<file path="config.mk">
export PLATFORM = sky130hd
export DESIGN_NAME = instr_sequencer
export DESIGN_NICKNAME = d
export VERILOG_FILES = /design/src/rtl/instr_sequencer_pkg.sv /design/src/rtl/instr_sequencer.sv
export SDC_FILE = /design/constraint.sdc
export NUM_CORES = 1
export LEC_CHECK = 0
export BUFFER_PORTS_ARGS = -buffer_cell sky130_fd_sc_hd__buf_2
export CAP_MARGIN = 30
export CORE_ASPECT_RATIO = 1.25
export CORE_MARGIN = 10
export CORE_UTILIZATION = 45
export DETAILED_ROUTE_END_ITERATION = 16
export PLACE_DENSITY = 0.73
export SLEW_MARGIN = 25
export SYNTH_ARGS = -nofsm -noshare
export SYNTH_HDL_FRONTEND = slang
export SYNTH_SLANG_ARGS = --single-unit
</file>
<file path="constraint.sdc">
create_clock -name clk -period 2.2 [get_ports clk]
set_input_delay 0 -clock clk [delete_from_list [all_inputs] [get_ports clk]]
set_output_delay 0 -clock clk [all_outputs]
set_load 0.01 [all_outputs]
</file>
<file path="src/rtl/instr_sequencer_pkg.sv">
// instr_sequencer_pkg: shared opcodes, memory-read set, FSM states and instruction field positions
package instr_sequencer_pkg;
  localparam logic [4:0] OP_NOP       = 5'd0;
  localparam logic [4:0] OP_ADD       = 5'd1;
  localparam logic [4:0] OP_JMP       = 5'd24;
  localparam logic [4:0] OP_LI        = 5'd25;
  localparam logic [4:0] OP_LM        = 5'd26;
  localparam logic [4:0] OP_STOREDM   = 5'd27;
  localparam logic [4:0] OP_LROM      = 5'd29;
  localparam logic [4:0] OP_SHOWDMSEG = 5'd30;
  localparam logic [4:0] OP_HALT      = 5'd31;
  localparam int OPC_MSB = 15;
  localparam int OPC_LSB = 11;
  localparam int RD_MSB  = 10;
  localparam int RD_LSB  = 8;
  localparam int RS_MSB  = 7;
  localparam int RS_LSB  = 5;
  localparam int IMM_MSB = 7;
  localparam int IMM_LSB = 0;
  typedef enum logic [2:0] {S_IDLE, S_FETCH, S_DECODE, S_EXEC, S_MEM, S_HALT} state_e;
  function automatic logic is_memread(input logic [4:0] op);
    return op inside {OP_LM, OP_LROM, OP_SHOWDMSEG};
  endfunction
endpackage

</file>
<file path="src/rtl/instr_sequencer.sv">
// instr_sequencer: fetch/decode/issue controller for the 8-bit core
// Ports: clk/rst (sync, active-high); run/step control; im_addr/im_rdata ROM port;
// aluop/rd_sel/rs_sel/imm to execute; jump/en_write/en_writedm from execute;
// rf_we/dm_we gated write strobes; pc, busy, halted, retired status.
module instr_sequencer
  import instr_sequencer_pkg::*;
#(
  parameter int PC_W = 8,
  parameter int INSTR_W = 16,
  parameter int OPC_W = 5,
  parameter logic [OPC_W-1:0] HALT_OPC = OPC_W'(31)
) (
  input  logic               clk,
  input  logic               rst,
  input  logic               run,
  input  logic               step,
  output logic [PC_W-1:0]    im_addr,
  input  logic [INSTR_W-1:0] im_rdata,
  output logic [OPC_W-1:0]   aluop,
  output logic [2:0]         rd_sel,
  output logic [2:0]         rs_sel,
  output logic [7:0]         imm,
  input  logic               jump,
  input  logic               en_write,
  input  logic               en_writedm,
  output logic               rf_we,
  output logic               dm_we,
  output logic [PC_W-1:0]    pc,
  output logic               busy,
  output logic               halted,
  output logic [15:0]        retired
);
  state_e r_state, w_next;
  logic [PC_W-1:0] r_pc;
  logic [INSTR_W-1:0] r_ir;
  logic [15:0] r_retired;
  logic [OPC_W-1:0] w_op;
  logic w_memread, w_retire;
  assign w_op = r_ir[OPC_MSB:OPC_LSB];
  assign w_memread = is_memread(w_op);
  // memory-read ops retire from MEM, everything else from EXEC
  assign w_retire = (r_state == S_EXEC && !w_memread) || r_state == S_MEM;
  assign im_addr = r_pc;
  assign pc = r_pc;
  assign rd_sel = r_ir[RD_MSB:RD_LSB];
  assign rs_sel = r_ir[RS_MSB:RS_LSB];
  assign imm = r_ir[IMM_MSB:IMM_LSB];
  assign busy = !(r_state inside {S_IDLE, S_HALT});
  assign halted = r_state == S_HALT;
  assign retired = r_retired;
  always_comb begin
    w_next = r_state;
    aluop = '0;
    rf_we = 1'b0;
    dm_we = 1'b0;
    unique case (r_state)
      S_IDLE:   w_next = (run || step) ? S_FETCH : S_IDLE;
      S_FETCH:  w_next = S_DECODE;
      // the opcode is checked on the ROM word being latched, so halt costs no extra cycle
      S_DECODE: w_next = (im_rdata[OPC_MSB:OPC_LSB] == HALT_OPC) ? S_HALT : S_EXEC;
      S_EXEC: begin
        aluop = w_op;
        rf_we = !w_memread && en_write;
        dm_we = !w_memread && en_writedm;
        w_next = w_memread ? S_MEM : (run ? S_FETCH : S_IDLE);
      end
      S_MEM: begin
        aluop = w_op;
        rf_we = en_write;
        w_next = run ? S_FETCH : S_IDLE;
      end
      S_HALT:   w_next = S_HALT;
      default:  w_next = S_IDLE;
    endcase
  end
  always_ff @(posedge clk) begin
    if (rst) begin
      r_state <= S_IDLE;
      r_pc <= '0;
      r_ir <= '0;
      r_retired <= '0;
    end else begin
      r_state <= w_next;
      if (r_state == S_DECODE) r_ir <= im_rdata;
      if (w_retire) begin
        r_pc <= jump ? PC_W'(imm) : r_pc + 1'b1;
        if (r_retired != '1) r_retired <= r_retired + 1'b1;
      end
    end
  end
endmodule
</file>
---- Yosys cells after proc, flatten, opt, wreduce, memory -nomap -nowiden ----
Index checks and enable logic that the tools add are counted.
cells by class
  $add $sub $neg .......................... 2
  equality and inequality tests ........... 10
  multiplexer cells ....................... 9
  reduce and logical (&&, ||, !) cells .... 12
operator list
  operator                                                               number
  5-bit equality test, second input constant                             4
  3-bit one-hot mux with 6 select lines                                  1
  16-bit by 1-bit adder with 16-bit output, second input constant        1
  16-bit != test, second input constant                                  1
  8-bit by 1-bit adder with 8-bit output, second input constant          1
  8-bit 2-to-1 mux                                                       1
  3-bit by 2-bit equality test with 1-bit output, second input constant  2
  3-bit equality test, second input constant                             2
  3-bit 2-to-1 mux                                                       2
  5-bit 2-to-1 mux                                                       1
  3-bit by 1-bit equality test with 1-bit output, second input constant  1
  1-bit logical AND                                                      3
  3-bit zero test                                                        1
  1-bit 2-to-1 mux                                                       3
  3-bit nonzero test                                                     1
  1-bit zero test                                                        2
  1-bit logical OR                                                       2
  1-bit one-hot mux with 2 select lines                                  1
  2-bit AND reduction                                                    1
  2-bit nonzero test                                                     1
  2-bit OR reduction                                                     1
storage, ports and cells
  bits in registers ....................... 43
  bits of input ports ..................... 23
  output and inout port bits .............. 55
  word-level logic and storage cells ...... 37

---- Longest topological paths before layout ----
  word-level depth ........................ 6
  mapped depth ............................ 7
  mapped depth without buffers ............ 6

---- Worst setup path before layout ----
No wires, ideal clock.
  path kind ............................... register -> register
  start point ............................. reg r_retired[0] (netlist: retired[0])
  end point ............................... reg r_retired[15] (netlist: retired[15])
  library setup time ...................... 70 ps
  arrival time ............................ 1684 ps
  required time ........................... 2130 ps
  slack ................................... 446 ps
  stages on the path, launching flop included .. 8
  buffers on the path ..................... 1
  cell sequence ........................... dfxtp_1 ha_1 and3_1 clkbuf_1 nand3_1 nand3_1 or4_1 a21oi_1
between the ends
  longest elaborated chain between the ends .. 2
  elaborated cells on any way between the ends .. 3
  those cells by class .................... add/sub (1); eq/ne (1); reduce/logical (1)
ends and longest elaborated chain
  what                                                                              RTL line               RTL
  from (decl)                                                                       instr_sequencer.sv:36  logic [15:0] r_retired;
  from (signal assigned)                                                            instr_sequencer.sv:87  if (r_retired != '1) r_retired <= r_retired + 1'b1;
  branches (longest 2 deep; another with 16-bit by 1-bit adder with 16-bit output)  --
Several ways; the timed one is not identified.
A chain may end at the register's enable or synchronous reset.

---- Worst setup path after layout ----
  start point ............................. reg r_ir[12]
  end point ............................... out rf_we
between the ends
  longest elaborated chain between the ends .. 5
  elaborated cells on any way between the ends .. 7
  those cells by class .................... eq/ne (3); mux (1); reduce/logical (3)
ends and longest elaborated chain
  what                                     RTL line                   RTL
  from (decl)                              instr_sequencer.sv:35      logic [INSTR_W-1:0] r_ir;
  from (signal assigned)                   instr_sequencer.sv:84      if (r_state == S_DECODE) r_ir <= im_rdata;
  5-bit equality test                      instr_sequencer_pkg.sv:22  return op inside {OP_LM, OP_LROM, OP_SHOWDMSEG};
  3-bit nonzero test *                     instr_sequencer_pkg.sv:22
  1-bit zero test *                        instr_sequencer.sv:63      rf_we = !w_memread && en_write;
  1-bit logical AND *                      instr_sequencer.sv:63
  1-bit one-hot mux with 2 select lines *  instr_sequencer.sv:56      unique case (r_state)
  to (decl)                                instr_sequencer.sv:26      output logic rf_we,
Every way passes the cells marked *; elsewhere a longest branch is shown, timed or not.

==> reports/qor.yml <==
p_leak_nw: 1.18
first_pass_iters: 4
ir_worst_vdd_uv: 348
instances_no_fill: 423
critPathTopFamily: "simple AND/OR/NAND/NOR gates"
finalCritPeriodShare: 0.874
synth.avg_cell_area_um2: 7.66
synth_edf_count: 0
tightest_slew_ns: 0.628
status: "finished clean"
cp_num_buf_inv: 1
dieArea_um2: 8270
rsz0062_at_grt: "false"
cpMaxStageDelayCell: "nor2_2"
fillers: 452
yosys.area.top_type: "dfxtp_1"
synth-seq-cells: 43
synth_top_area_frac: 0.381
seq_area_frac_synth: 0.381
synth_area_leaders: "dfxtp_1, nand2_1, a21oi_1, buf_4, o21ai_0"
end_kind: "output pin"
core_area_um2: 4800
slew_headroom: 0.581
syn_inst: 295
synth_cell_type_count: 41
period_minus_slack_ns: 1.92
max_freq_mhz: 520
grt_max_degree: 25
crit_chain: "nand3b_1 > o211a_4 > nor2_2 > nor3b_1 > buf_2"
cap_violations: 0
startpoint_type: "flop"
cts_made_buffers: 5
criticalPathCategory: "reg2out"
vias_per_cell: 5.34
netlist_top_cells_count: "nand2_1, dfxtp_1, a21oi_1"
cts_buffer_depth: 2
hp-class: "in2reg"
wire_per_inst_um: 14.6
crit_arrival_ns: 1.92
vias: 2257
dp.cells: 398
cellPowerDensity_nw_per_um2: 573
required_ns: 2.20
io_pins: 78
setup_ws_ns: 0.278
globalplace.congestion: 0.811
crit_fanout: 18
synth_fp_nets: 320
final_max_slew_viol_count: 0
area_delta_synth_final_pct: 23.1
floorplan.initialDensity: 0.471
grt_pass1_wl_mm: 10.2
die_h_um: 99.2
cts_setup_buffers: 0
async_flop_share: 0
drive_above_1_share: 0.253
port_buffers: 77
reg2reg_depth: 5
synth.most_common_cell: "nand2_1"
clock_skew_ns: 0.00809
hpwl_mm: 4.42
fp-row-count: 28
hold_path_depth: 2
antenna_cells: 0
grt_pass1_vias: 2134
synth_ff_type: "dfxtp_1"
setup_viol: 0
cts_tree: "done"
cts_max_level: 2
yosys_warnings: 0
wl_mm: 6.17
grtUsageTotal: 0.143
insertion_delay_ns: 0.30
die_x_um: 83.4
grt-ovfl-total: 0
final.setup.tns_ns: 0
clk_pin_slew_ns: 0.08
syn_area_um2: 2260
finalInstanceArea_um2: 2780
grt_antenna_before_repair: 0
drc_errors: 0
root_buffer: "clkbuf_8"
finalNetCount: 387
hold_viol: 0
cpPeakStageDelay_ns: 0.49
cp.depth: 5
place_area_um2: 2510
final_antenna_net_count: 0
drtIter0Drc: 155
post-place-ws_ns: 0.361
cts.sinks: 43
final timing paths:
| check | startpoint | end | slack, ns |
|---|---|---|---|
| setup / recovery | r_ir[12]$_SDFFE_PP0P_ | rf_we | 0.28 |
| hold / removal | rst | retired[0]$_SDFFE_PP0P_ | 0.09 |
| setup reg to reg | r_state[0]$_SDFF_PP0_ | retired[13]$_SDFFE_PP0P_ | 0.34 |
| hold reg to reg | r_ir[10]$_SDFFE_PP0P_ | r_ir[10]$_SDFFE_PP0P_ | 0.46 |
state kept, by name, summed over array words and instances (netlist names):
| name | cells |
|---|---|
| r_ir | 16 |
| retired | 16 |
| im_addr | 8 |
| r_state | 3 |
cell type report:
type / count / area, µm² / area share
well taps: 60 / 75.1 / 0.0270
clock buffers: 8 / 100 / 0.0360
inverters: 5 / 18.8 / 0.00675
multi-input cells: 211 / 1150 / 0.415
repair buffers: 96 / 571 / 0.205
flip-flops and latches: 43 / 861 / 0.310
worst reg2reg max path: cells and delay by family, from the launching register on:
| kind | cells | cell delay, ns |
|---|---|---|
| simple gates | 3 | 0.93 |
| flops | 1 | 0.54 |
| compound gates | 2 | 0.34 |
routing by layer:
| layer | wire [µm] | GRT usage | vias up |
|---|---|---|---|
| met5 | 0 | 0 | - |
| met4 | 85 | 0.0577 | 0 |
| met3 | 314 | 0.0318 | 5 |
| met2 | 3100 | 0.249 | 61 |
| met1 | 2670 | 0.166 | 1046 |
| li1 | - | - | 1145 |
through the flow:
step                      hold WS, ns  power (mW)   util
after floorplan                 0.131       0.985      -
after global placement          0.241        1.03  0.523
after detailed placement        0.245        1.04  0.523
after CTS                      0.0916        1.61  0.579
after global routing            0.111        1.68  0.579
final                          0.0919        1.59  0.579
kinds of logic after synthesis:
family                     count (synthesis)  share of synthesized area
buffers and inverters                     41                      0.107
xor gates and xnor gates                   3                     0.0116
adders and majority gates                  2                     0.0111
and+or+nand+nor                          128                      0.279
AOI/OAI and AO/OA                         75                      0.197
muxes                                      3                     0.0133
DFF                                       43                      0.381
report_power, final:
group          leakage (nW)  internal (mW)  switching (mW)  total [mW]
Combinational         0.782         0.0931           0.113       0.206
Clock                0.0515          0.287           0.268       0.555
Sequential            0.348          0.804          0.0297       0.833
layout by cell type (no fill, tap or decap), drive strengths merged, types with 2 or more instances in the layout:
master,n
a211oi,2
a21oi,35
a22o,2
a31oi,4
and2,3
and3,6
and4,3
buf,79
clkbuf,8
dfxtp,43
dlygate4sd3,17
ha,2
inv,5
mux2i,3
nand2,50
nand2b,6
nand3,8
nand4,6
nor2,23
nor2b,4
o21ai,20
o31ai,4
or3,11
or4,2
xnor2,2
timing repair:
item | in CTS | in global routing
gates resized for setup | 0 | 0
hold endpoints to repair | 17 | 0
hold buffers | 17 | 0
(Power assumes the default switching activity.)
